**config.mk**
```make
export PLATFORM = sky130hd
export DESIGN_NAME = config_loader
export DESIGN_NICKNAME = d
export VERILOG_FILES = /design/src/rtl/config_loader.sv
export SDC_FILE = /design/constraint.sdc
export NUM_CORES = 1
export LEC_CHECK = 0
export ABC_AREA = 1
export CELL_PAD_IN_SITES_DETAIL_PLACEMENT = 2
export CELL_PAD_IN_SITES_GLOBAL_PLACEMENT = 2
export CORE_ASPECT_RATIO = 0.6
export CORE_MARGIN = 1
export CORE_UTILIZATION = 25
export DETAILED_ROUTE_END_ITERATION = 10
export GPL_TIMING_DRIVEN = 0
export PLACE_DENSITY = 0.65
export SETUP_SLACK_MARGIN = 0.4
export SKIP_CTS_REPAIR_TIMING = 1
export SYNTH_ARGS = -nofsm -noshare
export SYNTH_HDL_FRONTEND = slang
export SYNTH_SLANG_ARGS = --single-unit
```
**constraint.sdc**
```tcl
create_clock -name clk -period 1.4 [get_ports clk]
set_input_delay 0.35 -clock clk [delete_from_list [all_inputs] [get_ports clk]]
set_output_delay 0.35 -clock clk [all_outputs]
set_load 0.005 [all_outputs]
```
**src/rtl/config_loader.sv**
```systemverilog
// Configuration chain loader.
// Takes bitstream bytes over a valid/ready port and shifts them, MSB first,
// into a serial configuration chain using a generated prog_clk. prog_en is
// held high for the whole load and its falling edge commits the chain.
// Bytes are pulled only as the shifter needs them, so bits past CHAIN_LEN in
// the final byte are dropped without producing extra prog_clk edges.
module config_loader #(
  parameter int CHAIN_LEN = 76,
  parameter int DIV       = 1
) (
  input  logic       clk,
  input  logic       rst,
  input  logic       start,
  input  logic [7:0] data_in,
  input  logic       data_valid,
  output logic       data_ready,
  output logic       prog_in,
  output logic       prog_clk,
  output logic       prog_en,
  output logic       busy,
  output logic       done,
  output logic [2:0] dbg_state
);

  // Handshake: a byte moves on a rising clk edge where data_valid and
  // data_ready are both 1. data_ready is registered and is 1 only in FETCH;
  // the source may hold data_valid low for any number of cycles, and a byte
  // offered while data_ready is 0 is neither consumed nor lost.

  typedef enum logic [2:0] {
    S_IDLE   = 3'd0,
    S_FETCH  = 3'd1,
    S_SETUP  = 3'd2,
    S_HIGH   = 3'd3,
    S_COMMIT = 3'd4
  } state_t;

  localparam int CW = $clog2(CHAIN_LEN + 1);
  localparam int DW = (DIV > 1) ? $clog2(DIV) : 1;

  state_t          r_state;
  logic [7:0]      r_byte;
  logic [CW-1:0]   r_bit_cnt;
  logic [3:0]      r_byte_cnt;
  logic [DW-1:0]   r_div_cnt;
  logic            r_prog_in;
  logic            r_prog_clk;
  logic            r_prog_en;
  logic            r_data_ready;
  logic            r_busy;
  logic            r_done;

  logic            w_div_last;
  logic [CW-1:0]   w_bit_cnt_nxt;
  logic [3:0]      w_byte_cnt_nxt;
  logic            w_chain_end;

  // Phase timing and counter look-ahead used at the end of each HIGH phase.
  assign w_div_last     = (r_div_cnt == DW'(DIV - 1));
  assign w_bit_cnt_nxt  = r_bit_cnt + CW'(1);
  assign w_byte_cnt_nxt = r_byte_cnt - 4'd1;
  assign w_chain_end    = (w_bit_cnt_nxt == CW'(CHAIN_LEN));

  // Load sequencer: state plus every output is registered here; outputs are
  // updated on the edge that enters the state they belong to.
  always_ff @(posedge clk or posedge rst) begin
    if (rst) begin
      r_state      <= S_IDLE;
      r_byte       <= '0;
      r_bit_cnt    <= '0;
      r_byte_cnt   <= '0;
      r_div_cnt    <= '0;
      r_prog_in    <= 1'b0;
      r_prog_clk   <= 1'b0;
      r_prog_en    <= 1'b0;
      r_data_ready <= 1'b0;
      r_busy       <= 1'b0;
      r_done       <= 1'b0;
    end else begin
      case (r_state)
        S_IDLE: begin
          if (start) begin
            r_state      <= S_FETCH;
            r_done       <= 1'b0;
            r_bit_cnt    <= '0;
            r_busy       <= 1'b1;
            r_prog_en    <= 1'b1;
            r_data_ready <= 1'b1;
            r_prog_clk   <= 1'b0;
          end
        end
        S_FETCH: begin
          if (data_valid && r_data_ready) begin
            r_byte       <= data_in;
            r_byte_cnt   <= 4'd8;
            r_prog_in    <= data_in[7];
            r_data_ready <= 1'b0;
            r_div_cnt    <= '0;
            r_state      <= S_SETUP;
          end
        end
        S_SETUP: begin
          if (w_div_last) begin
            r_div_cnt  <= '0;
            r_prog_clk <= 1'b1;
            r_state    <= S_HIGH;
          end else begin
            r_div_cnt <= r_div_cnt + DW'(1);
          end
        end
        S_HIGH: begin
          if (w_div_last) begin
            r_div_cnt  <= '0;
            r_prog_clk <= 1'b0;
            r_byte     <= {r_byte[6:0], 1'b0};
            r_bit_cnt  <= w_bit_cnt_nxt;
            r_byte_cnt <= w_byte_cnt_nxt;
            if (w_chain_end) begin
              r_prog_en <= 1'b0;
              r_state   <= S_COMMIT;
            end else if (w_byte_cnt_nxt == 4'd0) begin
              r_data_ready <= 1'b1;
              r_state      <= S_FETCH;
            end else begin
              // next bit changes together with the prog_clk fall
              r_prog_in <= r_byte[6];
              r_state   <= S_SETUP;
            end
          end else begin
            r_div_cnt <= r_div_cnt + DW'(1);
          end
        end
        S_COMMIT: begin
          r_state <= S_IDLE;
          r_busy  <= 1'b0;
          r_done  <= 1'b1;
        end
        default: begin
          r_state      <= S_IDLE;
          r_prog_clk   <= 1'b0;
          r_prog_en    <= 1'b0;
          r_data_ready <= 1'b0;
          r_busy       <= 1'b0;
        end
      endcase
    end
  end

  assign data_ready = r_data_ready;
  assign prog_in    = r_prog_in;
  assign prog_clk   = r_prog_clk;
  assign prog_en    = r_prog_en;
  assign busy       = r_busy;
  assign done       = r_done;
  assign dbg_state  = r_state;

endmodule

```
==> metrics, run 1 <==
Leak=1.02 nW; post-synthesis net count=196; Power, Total=approximately 4.3 mW; Die Width=approximately 100 um; initial antenna violation count=0; H-tree level count=1; top cell type's share of synthesized area=46.1%; Detail Placement HPWL=between 3000 and 4000 um; Core ar.=about 0.0056 mm2; crit path from=r_byte_cnt[0]; most numerous cell in the Yosys netlist=nand2_1; failing checks=setup timing; crit end category=flop; Rows=21; Layout area overhead=49.3%; final max-slew violation count=0; Syn. warnings=0; Longest Clk Path Bufs=2; initial core utilization=about a quarter; first-pass GRT wire length=about 7000 um; Tmin final=around 1500 ps; Worst Clk Skew=around 1.9 ps; TritonRoute pass-1 iters=4; r2r endpoint=dbg_state[0]; layout cell share with drive strength beyond 1=42.8%; largest net degree at the start of global routing=28; worst r2r path cells=10; Top Ports=21; Max-Cap Viols=0; Buffers on Ports=20; kind of critical path=flop to flop; Post-synth top cells=nand2_1 (53), dfrtp_1 (27), inv_1 (20), nor2_1 (17), a21oi_1 (16); Via density=between 4 and 5; RSZ-0062 raised after global routing=true; required time of the critical path=1620 ps; final wirelength=4920 um; Async S/R FF share, synth=100%; vias in the first global route=approximately 1,400; Hold Crit Class=input pin to asynchronous set/reset pin; Filler Cell Count=between 600 and 700; final hold viol count=0; final period utilization=109%; mean post-synth cell area=a little over 8 um2; final setup violation count=13; TritonCTS Buffers=3; status=finished, violations left; die area=0.00619 mm2; height of the chip=between 60 and 70 um; DRT iter0 DRCs=28; Diodes inserted=0; ys flop type=dfrtp_1; dominant cells by area after synthesis=dfrtp_1 (46%), nand2_1 (14%), a21oi_1 (5.5%); CTS Sinks=27; Fmax=~650 MHz; Total Nets Final=roughly 250; clock-pin slew on the worst setup and hold paths=100 ps; flops & latches, synth=27; Total GRT Usage=between 10% and 20%; TritonCTS clock tree=yes; drt wl/cell=between 15 and 20 um; worst hold margin=approximately 520 ps; Cell Area, Synth=about 0.0015 mm2; worst setup margin=-130 ps; worst ir drop on vdd=0.577 mV; PwrDens=about 2000 mW/mm2; via count=about 1,400; CTS root buf=clkbuf_8; RD Place Congestion=roughly 0.70; Antenna Violating Nets Remaining=0; Rel. slew slack=75.0%; leading area contributor after synthesis=dfrtp_1; Residual DRC=0; Seq/Total Area, Yosys=approximately 46%; reg-to-reg critical path startpoint=r_byte_cnt[0]; GR Overflow Total=0; Data arrival, critical path=1750 ps; CP Max Fanout=4; r2r setup slk=-130 ps; synthesized netlist cell count=roughly 180; startpoint type of the worst setup path=flop; worst slew pin tran=between 300 and 400 ps; Post-synth EDFFs=0; Synth cell types=25; clock latency on the worst-skew pair=roughly 280 ps
==> cell families (layout without fill, tap and decap cells) <==
kind of cell,Yosys count,in the layout,synth area share (%)
simple gates,88,88,26.1
flops,27,27,46.1
xor+xnor,3,3,1.79
buf+inv,26,74,7.59
fa+ha+maj,3,3,2.56
compound gates,34,34,15.9
==> worst max-delay path, cell delays in order, from the launching register on <==
cell and delay [ps]:
dfrtp_1 410, inv_2 80, ha_4 160, xor2_2 150, nor2_2 150, nand2_2 110
nor2_4 160, nand2_1 70, nand2_1 70, nand2_1 50, nand2_1 50
==> registers in the layout, indices dropped and copies added, names as in the netlist <==
register / flops
done: 1
prog_in: 1
dbg_state: 3
busy: 1
data_ready: 1
prog_clk: 1
r_byte: 7
r_byte_cnt: 4
prog_en: 1
r_bit_cnt: 7
==> final cells by class <==
type	count	area, um2	share of cell area, %
timing repair buffer	43	355	16.2
buffer	2	22.5	1.03
clock buffer	4	45.0	2.06
sequential	27	682	31.1
inverter	24	109	4.97
multi-input combinational	128	868	39.7
tap	80	100	4.57
timing repair inverter	1	7.51	0.343
==> per-stage QoR <==
step / area (um2) / TNS [ps] / utilization (%) / setup WS, ps / std cells
2_1_floorplan: 1540 / 0 / - / 51.5 / 181
5_1_grt: 2190 / -2010 / 38.9 / -219 / 309
4_1_cts: 1890 / -5000 / 33.6 / -279 / 285
3_5_place_dp: 1840 / -14720 / 32.8 / -452 / 281
3_3_place_gp: 1840 / -12360 / 32.8 / -406 / 281
6_report: 2190 / -749 / 38.9 / -130 / 309
==> cells in the final DEF, fill, tap and decap left out, drive strengths merged <==
cell type,netlist,routed
a21oi,18,18
a32o,1,1
buf,2,32
clkbuf,0,6
clkdlybuf4s50,0,11
clkinvlp,0,2
dfrtp,27,27
ha,3,3
inv,24,23
nand2,56,56
nand3,9,9
nand4,1,1
nor2,22,22
o21ai,8,8
o21bai,2,2
o22ai,4,4
o32ai,1,1
xor2,3,3
==> report_power, final <==
group / internal, mW / switching, mW / total (mW)
sequential: 1.08 / 0.268 / 1.35
combinational: 1.13 / 1.39 / 2.53
clock: 0.205 / 0.262 / 0.466
==> routing by layer <==
layer	GRT usage, %	share of wire [%]
met1	20.6	49
met3	2.72	1.6
met2	25.4	48
met4	3.11	0.79
met5	0	0
==> worst max path at each step <==
| stage | to | cells after the start | slack, ps |
|---|---|---|---|
| floorplan | data_ready | 9 | 50 |
| global placement | dbg_state[0] | 2 | -410 |
| detailed placement | dbg_state[0] | 2 | -450 |
| CTS | dbg_state[2] | 1 | -280 |
| global route | dbg_state[0] | 10 | -220 |
| finish | dbg_state[0] | 10 | -130 |
Power figures use the tool's default switching activity.
==> run 2, diff against run 1 <==
--- a/config.mk
+++ b/config.mk
@@ -10,10 +10,10 @@
 export CELL_PAD_IN_SITES_GLOBAL_PLACEMENT = 2
 export CORE_ASPECT_RATIO = 0.6
 export CORE_MARGIN = 1
-export CORE_UTILIZATION = 25
+export CORE_UTILIZATION = 28
 export DETAILED_ROUTE_END_ITERATION = 10
 export GPL_TIMING_DRIVEN = 0
-export PLACE_DENSITY = 0.65
+export PLACE_DENSITY = 0.72
 export SETUP_SLACK_MARGIN = 0.4
 export SKIP_CTS_REPAIR_TIMING = 1
 export SYNTH_ARGS = -nofsm -noshare
==> run 2 against run 1 <==
  * The flow still finishes with violations (setup timing)
  * Sequential cell count stayed put
  * Global-route usage up 3.0 points
  * Cell area rose by 13%
  * Cell count down 0.65%
  * Critical path depth shrank 1
  * Clock skew rose by 5.3 ps
  * Fmax fell by 8.7%
  * Non-clock buffer count grew 15
  * First-iteration DRC count increased by 93%
  * Die area decreased by 10%
  * Sequential power up 4%
  * Largest power group unchanged
  * Highest routed layer unchanged
==> metrics, run 2 (synthesized netlist as in run 1, its figures left out) <==
clock power share=8.8% (was 10.8%); Residual DRC=0 (unchanged); GR Overflow Total=0 (unchanged); Rel. slew slack=55.8% (was 75.0%); TritonCTS Buffers=3 (unchanged); crit path from=dbg_state[2] (was r_byte_cnt[0]); failing checks=setup timing (unchanged); Fmax=597 MHz (was 653 MHz); Longest Clk Path Bufs=2 (unchanged); worst r2r path cells=9 (was 10); CP Capture Point=dbg_state[1] (was dbg_state[0]); reg-to-reg critical path startpoint=dbg_state[2] (was r_byte_cnt[0]); Hold Crit Class=flop to flop (was input pin to asynchronous set/reset pin); RSZ-0062 raised after global routing=true (unchanged); drt wl/cell=22.3 um (was 15.9 um); Antenna Violating Nets Remaining=0 (unchanged); Diodes inserted=0 (unchanged); final setup violation count=25 (was 13); Combinational Power Share=65.2% (was 58.2%); post-route non-filler standard cell count=307 (was 309); Total Nets Final=260 (was 245); Detail Placement HPWL=3370 um (was 3420 um); Data arrival, critical path=1890 ps (was 1750 ps); Switching Share=47.1% (was 44.3%); via count=1,533 (was 1,408); Via density=4.99 (was 4.56); DRT iter0 DRCs=54 (was 28); CTS Sinks=27 (unchanged); Top Ports=21 (unchanged); initial antenna violation count=0 (unchanged); Leak=1.18 nW (was 1.02 nW); final wirelength=6860 um (was 4920 um); Buffers on Ports=20 (unchanged); Layout area overhead=68.7% (was 49.3%); Tmin final=1680 ps (was 1530 ps); worst slew pin tran=662 ps (was 375 ps); TritonRoute pass-1 iters=4 (unchanged); r2r endpoint=dbg_state[1] (was dbg_state[0]); final period utilization=120% (was 109%); placed inst area=0.00182 mm2 (was 0.00184 mm2); final max-slew violation count=0 (unchanged); Finished Core Util=51.5% (was 38.9%); clock latency on the worst-skew pair=290 ps (was 280 ps); height of the chip=58.1 um (was 61.3 um); Cell Int Power=2.85 mW (was 2.42 mW); final hold viol count=0 (unchanged); Rows=19 (was 21); initial core utilization=30.5% (was 26.1%); worst ir drop on vdd=0.824 mV (was 0.577 mV); first-pass GRT wire length=7450 um (was 6920 um); Worst Clk Skew=7.22 ps (was 1.89 ps); layout cell share with drive strength beyond 1=52.5% (was 42.8%); hold path startpoint=prog_in; CTS root buf=clkbuf_8 (unchanged); clock-pin slew on the worst setup and hold paths=100 ps (about the same); die area=0.00554 mm2 (was 0.00619 mm2); PwrDens=2180 mW/mm2 (was 1980 mW/mm2); Setup TNS=-3000 ps (was -749 ps); Max-Cap Viols=0 (unchanged); Power, Total=5.39 mW (was 4.34 mW); kind of critical path=flop to flop (unchanged); Reg power frac=26.0% (was 31.0%); worst slack, placed=-402 ps (was -452 ps); Psw=2.54 mW (was 1.92 mW); biggest regs=r_bit_cnt: 7 flops, r_byte: 7 flops, r_byte_cnt: 4 flops (unchanged); required time of the critical path=1620 ps (about the same); crit end category=flop (unchanged); status=finished, violations left (unchanged); vias in the first global route=1,464 (was 1,399); commonest cells after routing, fill and taps aside=nand2_1 (36), buf_4 (29), dfrtp_1 (20) (was nand2_1 (45), dfrtp_1 (22), buf_4 (19)); startpoint type of the worst setup path=flop (unchanged); Core ar.=0.00480 mm2 (was 0.00562 mm2); H-tree level count=1 (unchanged); worst hold margin=485 ps (was 516 ps); largest net degree at the start of global routing=28 (unchanged); CP Max Fanout=7 (was 4); Total GRT Usage=18.0% (was 15.0%); Cells after DPL=264 (was 281); worst setup margin=-276 ps (was -130 ps); r2r setup slk=-280 ps (was -130 ps); most common cell after layout, fill and taps aside=nand2_1 (unchanged); Final Cell Area=0.00247 mm2 (was 0.00219 mm2); Die Width=95.4 um (was 101 um); TritonCTS clock tree=yes (unchanged); RD Place Congestion=0.797 (was 0.705)
-- run 2: cell types whose count changed in the layout (fill, tap and decap cells not counted), moves of 3 or more --
cell      before  now
buf_6          8    5
clkbuf_2       2    8
a21oi_1       10    6
buf_2          5    0
buf_12         0    3
a21oi_4        2    5
nand2_1       45   36
buf_4         19   29
nand2_4        5    8
nand2_2        5   10
-- run 2: per-layer routing --
metal | up-vias | global-route usage, % | wire, um
met5 | - | 0 | 0
met4 | 0 | 1.92 | 172
met3 | 17 | 4.07 | 224
met2 | 34 | 31.2 | 3350
met1 | 774 | 23.9 | 3120
li1 | 708 | - | -
-- run 2: critical path: stages, from the launching register on --
cell	delay (ps)
dfrtp_2	450
buf_12	150
inv_8	60
nand2_8	60
nor2_8	210
buf_4	180
inv_6	40
a21oi_1	210
a21oi_1	130
nor2_1	110
-- run 2: final cells by class --
type	count	area, um2
Buffer	2	35.0
Clock buffer	4	45.0
Tap cell	63	78.8
Fill cell	494	2330
Inverter	24	124
Timing Repair inverter	1	8.76
Sequential cell	27	684
Multi-Input combinational cell	128	971
Timing Repair Buffer	58	527
-- run 2: how the worst min path moves through the flow --
stage	endpoint	slack (ps)	depth (start not counted)
detailed placement	prog_en	470	2
global placement	prog_en	450	2
CTS	prog_en	490	2
global route	prog_in	510	2
floorplan	busy	400	1
finish	prog_in	480	2
-- run 2: power by group through the flow --
| stage | combinational, mW | sequential [mW] | clock [mW] |
|---|---|---|---|
| floorplan | 1.33 | 1.30 | 0 |
| global placement | 1.83 | 1.32 | 0 |
| detailed placement | 1.94 | 1.35 | 0 |
| CTS | 1.95 | 1.34 | 0.472 |
| global route | 3.74 | 1.43 | 0.510 |
| finish | 3.51 | 1.40 | 0.476 |
